[src/rtl/taptempo_avg_pkg.sv]
// Shared state encoding, default parameters and tick arithmetic for the averaging tap-tempo core.
package taptempo_avg_pkg;

    typedef enum logic [2:0] {
        ST_IDLE  = 3'd0,
        ST_COUNT = 3'd1,
        ST_LOAD  = 3'd2,
        ST_DIV   = 3'd3,
        ST_DONE  = 3'd4
    } state_t;

    localparam int unsigned     TP_CYCLE_DEF  = 32'd5120;
    localparam int unsigned     BPM_MAX_DEF   = 32'd250;
    localparam int unsigned     BPM_MIN_DEF   = 32'd30;
    localparam int unsigned     AVG_DEPTH_DEF = 32'd4;
    localparam longint unsigned NS_PER_MIN    = 64'd60_000_000_000;

    // Timepulse ticks in one minute for a given timepulse period in ns.
    function automatic longint unsigned ticks_per_min(input longint unsigned tp_cycle_ns);
        return NS_PER_MIN / tp_cycle_ns;
    endfunction

endpackage

[src/rtl/taptempo_avg_seqdiv.sv]
// seqdiv: generic unsigned restoring divider producing Q_W quotient bits, one bit per cycle.
// The caller guarantees num_i / den_i < 2**Q_W, so only Q_W alignment steps are needed.
module seqdiv #(
    parameter int unsigned NUM_W = 32'd27,
    parameter int unsigned DEN_W = 32'd21,
    parameter int unsigned Q_W   = 32'd8
) (
    input  logic             clk_i,
    input  logic             rst_i,
    input  logic             start_i,
    input  logic [NUM_W-1:0] num_i,
    input  logic [DEN_W-1:0] den_i,
    output logic [Q_W-1:0]   q_o,
    output logic             done_o
);

    localparam int unsigned W     = (NUM_W > DEN_W + Q_W) ? NUM_W : DEN_W + Q_W;
    localparam int unsigned CNT_W = (Q_W > 32'd2) ? $clog2(Q_W) : 32'd1;

    logic [W-1:0]     rem_r;
    logic [W-1:0]     dsh_r;
    logic [CNT_W-1:0] cnt_r;
    logic             run_r;
    logic [Q_W-1:0]   q_r;
    logic             done_r;
    logic             ge_s;

    assign ge_s   = (rem_r >= dsh_r);
    assign q_o    = q_r;
    assign done_o = done_r;

    // Load operands on start, then one restoring step per cycle from the MSB down.
    always_ff @(posedge clk_i) begin
        if (rst_i) begin
            rem_r  <= {W{1'b0}};
            dsh_r  <= {W{1'b0}};
            cnt_r  <= {CNT_W{1'b0}};
            run_r  <= 1'b0;
            q_r    <= {Q_W{1'b0}};
            done_r <= 1'b0;
        end else if (start_i) begin
            rem_r  <= W'(num_i);
            dsh_r  <= W'(den_i) << (Q_W - 32'd1);
            cnt_r  <= CNT_W'(Q_W - 32'd1);
            run_r  <= 1'b1;
            q_r    <= {Q_W{1'b0}};
            done_r <= 1'b0;
        end else if (run_r) begin
            if (ge_s) begin
                rem_r <= rem_r - dsh_r;
            end else begin
                rem_r <= rem_r;
            end
            q_r   <= {q_r[Q_W-2:0], ge_s};
            dsh_r <= dsh_r >> 1;
            cnt_r <= cnt_r - CNT_W'(1);
            if (cnt_r == CNT_W'(0)) begin
                run_r  <= 1'b0;
                done_r <= 1'b1;
            end else begin
                run_r  <= 1'b1;
                done_r <= 1'b0;
            end
        end else begin
            done_r <= 1'b0;
        end
    end

endmodule

[src/rtl/taptempo_avg.sv]
// taptempo_avg: averages the last AVG_DEPTH tap periods and divides them into a BPM value.
// Optional `TAPTEMPO_TIMEOUT_EN: a full-scale gap in COUNT abandons the measurement and returns to IDLE.
module taptempo_avg
    import taptempo_avg_pkg::*;
#(
    parameter  int unsigned TP_CYCLE  = TP_CYCLE_DEF,
    parameter  int unsigned BPM_MAX   = BPM_MAX_DEF,
    parameter  int unsigned BPM_MIN   = BPM_MIN_DEF,
    parameter  int unsigned AVG_DEPTH = AVG_DEPTH_DEF,
    localparam int unsigned BPM_W     = $clog2(BPM_MAX + 32'd1),
    localparam int unsigned FILL_W    = $clog2(AVG_DEPTH + 32'd1)
) (
    input  logic              clk_i,
    input  logic              rst_i,
    input  logic              tp_i,
    input  logic              btn_i,
    output logic [BPM_W-1:0]  bpm_o,
    output logic              bpm_valid_o,
    output logic [FILL_W-1:0] fill_o,
    output logic              busy_o
);

    localparam longint unsigned TPM     = ticks_per_min(64'(TP_CYCLE));
    localparam longint unsigned PER_MIN = TPM / BPM_MAX;
    localparam longint unsigned PER_MAX = TPM / BPM_MIN;
    localparam int unsigned     PER_W   = $clog2(PER_MAX + 64'd1);
    localparam int unsigned     PTR_W   = $clog2(AVG_DEPTH);
    localparam int unsigned     SUM_W   = PER_W + PTR_W;
    localparam int unsigned     TPM_W   = $clog2(TPM + 64'd1);
    localparam int unsigned     NUM_W   = TPM_W + FILL_W;

    logic              btn_q_r;
    logic              tap_s;
    logic [PER_W-1:0]  cnt_r;
    logic [PER_W-1:0]  p_s;
    logic [PER_W-1:0]  p_r;
    logic              upd_r;
    logic [PER_W-1:0]  ring_r [AVG_DEPTH];
    logic [PTR_W-1:0]  wr_ptr_r;
    logic [SUM_W-1:0]  sum_r;
    logic [SUM_W-1:0]  sum_nx_s;
    logic [FILL_W-1:0] fill_r;
    logic [FILL_W-1:0] fill_nx_s;
    logic [PER_W-1:0]  oldest_s;
    state_t            state_r;
    state_t            state_nx_s;
    logic              pend_r;
    logic              pend_nx_s;
    logic              timeout_s;
    logic              clear_s;
    logic              start_s;
    logic [NUM_W-1:0]  num_s;
    logic [BPM_W-1:0]  q_s;
    logic              done_s;

    assign tap_s  = btn_i & ~btn_q_r;
    assign fill_o = fill_r;
    assign num_s  = NUM_W'(TPM) * NUM_W'(fill_nx_s);

    // Button edge register.
    always_ff @(posedge clk_i) begin
        if (rst_i) begin
            btn_q_r <= 1'b0;
        end else begin
            btn_q_r <= btn_i;
        end
    end

    // Tick counter: a tap restarts it and outranks a simultaneous timepulse.
    always_ff @(posedge clk_i) begin
        if (rst_i) begin
            cnt_r <= {PER_W{1'b0}};
        end else if (tap_s) begin
            cnt_r <= {PER_W{1'b0}};
        end else if (tp_i && (cnt_r != PER_W'(PER_MAX))) begin
            cnt_r <= cnt_r + PER_W'(1);
        end else begin
            cnt_r <= cnt_r;
        end
    end

    // Clamp the measured period into the representable tempo range.
    always_comb begin
        if (cnt_r < PER_W'(PER_MIN)) begin
            p_s = PER_W'(PER_MIN);
        end else if (cnt_r > PER_W'(PER_MAX)) begin
            p_s = PER_W'(PER_MAX);
        end else begin
            p_s = cnt_r;
        end
    end

    // Capture the period of every tap after the first; the ring update follows one cycle later.
    always_ff @(posedge clk_i) begin
        if (rst_i) begin
            p_r   <= {PER_W{1'b0}};
            upd_r <= 1'b0;
        end else begin
            upd_r <= tap_s && (state_r != ST_IDLE);
            p_r   <= tap_s ? p_s : p_r;
        end
    end

    // Running sum and fill level as they will be after a pending ring write.
    always_comb begin
        if (fill_r == FILL_W'(AVG_DEPTH)) begin
            oldest_s = ring_r[wr_ptr_r];
        end else begin
            oldest_s = {PER_W{1'b0}};
        end
        if (upd_r) begin
            sum_nx_s  = sum_r + SUM_W'(p_r) - SUM_W'(oldest_s);
            fill_nx_s = (fill_r == FILL_W'(AVG_DEPTH)) ? fill_r : fill_r + FILL_W'(1);
        end else begin
            sum_nx_s  = sum_r;
            fill_nx_s = fill_r;
        end
    end

    // Ring buffer, write pointer, sum and fill.
    always_ff @(posedge clk_i) begin
        if (rst_i) begin
            for (int i = 0; i < int'(AVG_DEPTH); i++) begin
                ring_r[i] <= {PER_W{1'b0}};
            end
            wr_ptr_r <= {PTR_W{1'b0}};
            sum_r    <= {SUM_W{1'b0}};
            fill_r   <= {FILL_W{1'b0}};
        end else if (clear_s) begin
            wr_ptr_r <= {PTR_W{1'b0}};
            sum_r    <= {SUM_W{1'b0}};
            fill_r   <= {FILL_W{1'b0}};
        end else if (upd_r) begin
            ring_r[wr_ptr_r] <= p_r;
            wr_ptr_r         <= wr_ptr_r + PTR_W'(1);
            sum_r            <= sum_nx_s;
            fill_r           <= fill_nx_s;
        end else begin
            wr_ptr_r <= wr_ptr_r;
            sum_r    <= sum_r;
            fill_r   <= fill_r;
        end
    end

    // Full-scale gap detection, only when the timeout build option is enabled.
    always_comb begin
`ifdef TAPTEMPO_TIMEOUT_EN
        timeout_s = (cnt_r == PER_W'(PER_MAX));
`else
        timeout_s = 1'b0;
`endif
    end

    // FSM state and pending-tap register.
    always_ff @(posedge clk_i) begin
        if (rst_i) begin
            state_r <= ST_IDLE;
            pend_r  <= 1'b0;
        end else begin
            state_r <= state_nx_s;
            pend_r  <= pend_nx_s;
        end
    end

    // FSM next state: LOAD starts the divide with the post-update sum, DONE is the strobe cycle.
    always_comb begin
        state_nx_s = state_r;
        pend_nx_s  = pend_r;
        start_s    = 1'b0;
        clear_s    = 1'b0;
        case (state_r)
            ST_IDLE: begin
                if (tap_s) begin
                    state_nx_s = ST_COUNT;
                end else begin
                    state_nx_s = ST_IDLE;
                end
            end
            ST_COUNT: begin
                if (tap_s) begin
                    state_nx_s = ST_LOAD;
                end else if (timeout_s) begin
                    state_nx_s = ST_IDLE;
                    clear_s    = 1'b1;
                end else begin
                    state_nx_s = ST_COUNT;
                end
            end
            ST_LOAD: begin
                start_s    = 1'b1;
                state_nx_s = ST_DIV;
                if (tap_s) begin
                    pend_nx_s = 1'b1;
                end else begin
                    pend_nx_s = pend_r;
                end
            end
            ST_DIV: begin
                if (tap_s) begin
                    pend_nx_s = 1'b1;
                end else begin
                    pend_nx_s = pend_r;
                end
                if (done_s) begin
                    state_nx_s = ST_DONE;
                end else begin
                    state_nx_s = ST_DIV;
                end
            end
            ST_DONE: begin
                pend_nx_s = 1'b0;
                if (pend_r || tap_s) begin
                    state_nx_s = ST_LOAD;
                end else begin
                    state_nx_s = ST_COUNT;
                end
            end
            default: begin
                state_nx_s = ST_IDLE;
                pend_nx_s  = 1'b0;
            end
        endcase
    end

    seqdiv #(
        .NUM_W (NUM_W),
        .DEN_W (SUM_W),
        .Q_W   (BPM_W)
    ) u_div (
        .clk_i   (clk_i),
        .rst_i   (rst_i),
        .start_i (start_s),
        .num_i   (num_s),
        .den_i   (sum_nx_s),
        .q_o     (q_s),
        .done_o  (done_s)
    );

    // Registered outputs: result, strobe and busy flag.
    always_ff @(posedge clk_i) begin
        if (rst_i) begin
            bpm_o       <= {BPM_W{1'b0}};
            bpm_valid_o <= 1'b0;
            busy_o      <= 1'b0;
        end else begin
            bpm_valid_o <= (state_r == ST_DIV) && done_s;
            bpm_o       <= ((state_r == ST_DIV) && done_s) ? q_s : bpm_o;
            busy_o      <= (state_nx_s == ST_LOAD) || (state_nx_s == ST_DIV);
        end
    end

endmodule

[config.mk]
export PLATFORM = sky130hd
export DESIGN_NAME = taptempo_avg
export DESIGN_NICKNAME = d
export VERILOG_FILES = /design/src/rtl/taptempo_avg_pkg.sv /design/src/rtl/taptempo_avg_seqdiv.sv /design/src/rtl/taptempo_avg.sv
export SDC_FILE = /design/constraint.sdc
export NUM_CORES = 1
export LEC_CHECK = 0
export CORE_ASPECT_RATIO = 1.2
export CORE_MARGIN = 2
export CORE_UTILIZATION = 60
export DETAILED_ROUTE_END_ITERATION = 7
export PLACE_DENSITY_LB_ADDON = 0.15
export SETUP_SLACK_MARGIN = 0.15
export SLEW_MARGIN = 20
export SYNTH_ARGS = -nofsm -noshare
export SYNTH_HDL_FRONTEND = slang
export SYNTH_SLANG_ARGS = --single-unit
[constraint.sdc]
create_clock -name clk_i -period 13.4 [get_ports clk_i]
set_clock_uncertainty 0.15 [all_clocks]
set_input_delay 3.35 -clock clk_i [delete_from_list [all_inputs] [get_ports clk_i]]
set_output_delay 3.35 -clock clk_i [all_outputs]
set_load 0.05 [all_outputs]
==> flow_summary_export.csv <==
group,metric,value,unit
outcome,status,"completed",
cells_and_area,synthToLayoutAreaGrowth,8.01,%
logic_synthesis,synth_edf_count,76,
floorplanning,fp.dieW,139,microns
drt,drtIter0Drc,645,
timing,final_max_slew_viol_count,0,
logic_synthesis,syn_area,13100,sq um
drt,wirelength,30100,microns
drt,ant_nets,0,
cells_and_area,layout_commonest_cell,"dfxtp_1",
logic_synthesis,syn_area_per_cell,9.38,sq um
logic_synthesis,synth_seq_cells,227,
floorplanning,start_util,60.8,%
floorplanning,dieArea,23100,sq um
drt,via_per_inst,5.85,
cells_and_area,final_cell_mix,"150 x dfxtp_1, 147 x nor2_1, 140 x inv_1, 93 x nand2_1, 82 x a21oi_1",
clocking,cts_tree,"built",
clocking,cts_max_path_buffers,3,
timing,finalWorstSetupSlack,7.64,ns
clocking,postCtsHoldBufs,0,
global_routing,grt_pass1_vias,9772,
logic_synthesis,synth_nets,1496,
critical_path,cp.required,9.90,ns
drt,dr.pass1.iters,5,
clocking,cts_resized,0,
logic_synthesis,seq_area_frac_synth,40.4,%
placed_design,gp_congestion,0.905,
job,cap_violations,0,
floorplanning,rows,59,
global_routing,grt_remaining_overflow,0,
power,ir_drop,0.000153,V
drt,wl_per_cell,18.0,microns
cells_and_area,layout.nets,1479,
drt,via_count,9797,
clocking,path_clk_slew,0.07,ns
global_routing,antenna_found_initial,0,
placed_design,portBuffers,16,
floorplanning,pin_count,17,
power,p_leak,5.55,nW
critical_path,slowest_delay,0.94,ns
timing,hold_ws,0.303,ns
timing,fin_crit,5.76,ns
floorplanning,core-area,21600,sq um
logic_synthesis,yosys_warnings,0,
timing,finalCritPeriodShare,43.0,%
clocking,h-tree-depth,1,
logic_synthesis,synthCells,1401,
critical_path,start_kind,"flop",
critical_path,cpLargestDelayFamily,"buffers and inverters",
critical_path,critPathBufInv,1,
clocking,cts_num_sinks,227,
global_routing,grt_use_total,26.2,%
cells_and_area,drive_above_1_share,6.71,%
critical_path,cp_max_fo,23,
global_routing,grt_pass1_wl,49700,microns
placed_design,dp.final_hpwl,21500,microns
logic_synthesis,synth_ff_type,"dfxtp_1",
cells_and_area,antennaDiodeCount,0,
floorplanning,die_h,166,microns
timing,relSlewSlack,37.4,%
timing,clock.fmax,174,MHz
clocking,worstSkewPairLatency,0.54,ns
timing,setup_tns,0,ns
timing,tightest_slew,0.937,ns
logic_synthesis,ys_async_sr_fraction,0,%
timing,setup_viol,0,
timing,finalHoldViolations,0,
critical_path,crit_slowest_cell,"clkdlybuf4s50_1",
critical_path,worstSetupPathType,"reg2out",
critical_path,end_kind,"output pin",
power,power_density,207,nW/um^2
placed_design,dpl_worst_slack,7.75,ns
drt,drc,0,
timing,grt_setup_unrepaired,"false",
clocking,root_buffer,"clkbuf_16",
worst_hold_path,holdCritPathClass,"reg2reg",
critical_path,crit_chain,"clkdlybuf4s50_1",
clocking,cts_buffers,23,
logic_synthesis,yosysUniqueCellTypes,77,
critical_path,worstPathArrival,2.26,ns
clocking,post_cts_buffers,0,
global_routing,grt_max_degree,63,
[through the flow]
stage	utilization (%)	power [W]	instances	area (sq um)
detailed placement	62.1	0.00228	1633	13400
finish	65.6	0.00293	1675	14200
floorplan	-	0.00201	1401	13100
global placement	62.1	0.00227	1633	13400
CTS	65.6	0.00294	1675	14200
global route	65.6	0.00312	1675	14200
[cell usage after synthesis (10+ instances only)]
| master | instances | area share [%] |
|---|---|---|
| buf_1 | 10 | 0.29 |
| nor2_1 | 147 | 4.2 |
| mux4_2 | 19 | 3.3 |
| o21ai_0 | 52 | 2.0 |
| and3_1 | 28 | 1.3 |
| a21oi_1 | 82 | 3.1 |
| inv_1 | 140 | 4.0 |
| a211oi_1 | 35 | 2.0 |
| xnor2_1 | 41 | 2.7 |
| clkbuf_1 | 50 | 1.4 |
| nand3_1 | 20 | 0.76 |
| fa_1 | 25 | 3.8 |
| and2_1 | 47 | 2.2 |
| nor4_1 | 20 | 0.95 |
| dfxtp_1 | 151 | 23 |
| nor2b_1 | 11 | 0.52 |
| xor2_1 | 26 | 1.7 |
| nor3_1 | 18 | 0.69 |
| nand2b_1 | 15 | 0.71 |
| ha_1 | 66 | 6.3 |
| mux2i_1 | 52 | 4.0 |
| nand2_1 | 93 | 2.7 |
| edfxtp_1 | 76 | 17 |
| a21o_1 | 25 | 1.4 |
| o211a_1 | 13 | 0.99 |
[flip-flops by register name, indices dropped and copies added (netlist names), 3 cells and up, named ones only]
signal	flops
ring_r	76
u_div.rem_r	29
u_div.dsh_r	28
sum_r	21
cnt_r	19
p_r	19
bpm_o	8
u_div.q_o	8
fill_o	3
state_r	3
u_div.cnt_r	3
[final timing paths]
path | startpoint | slack [ns] | cells past startpoint | end
worst max register to register | upd_r | 8.52 | 17 | u_div.rem_r[24]
worst max-delay path | fill_o[2] | 7.64 | 1 | fill_o[2]
worst min register to register | bpm_o[6] | 0.30 | 2 | bpm_o[6]
worst min-delay path | bpm_o[6] | 0.30 | 2 | bpm_o[6]
[where the power goes]
group / internal, W / leakage (nW) / total, W / switching (W)
clock network: 0.000363 / 0.369 / 0.000643 / 0.000279
registers: 0.000792 / 2.01 / 0.000847 / 0.0000548
logic: 0.000617 / 3.17 / 0.00144 / 0.000827
total: 0.00177 / 5.55 / 0.00293 / 0.00116
[cells by family (layout without fill, tap and decap cells)]
family                   Yosys count  after routing  synth area share [%]
adder cells (fa/ha/maj)           91             91                  10.1
multiplexers                      72             72                  7.30
AO/OA/AOI/OAI                    296            296                  15.3
XOR/XNOR                          67             67                  4.46
AND/OR/NAND/NOR                  437            437                  16.2
buffers and inverters            211            211                  6.34
flip-flops                       227            227                  40.4
[area by class of cell]
type,instances,area [sq um]
fill,1793,7430
multi-input combinational,963,7010
sequential,227,5310
clock buffer,25,593
inverter,140,526
tap,274,343
timing repair buffer,29,255
clock inverter,17,163
[metal layers]
metal	vias to the layer above	share of wire, %	GRT usage, %
li1	4862	-	-
met1	4701	42	32.7
met2	178	51	47.4
met3	56	3.2	2.83
met4	0	2.9	8.78
met5	-	0	0
No activity file was read; power rests on OpenSTA's default activity.
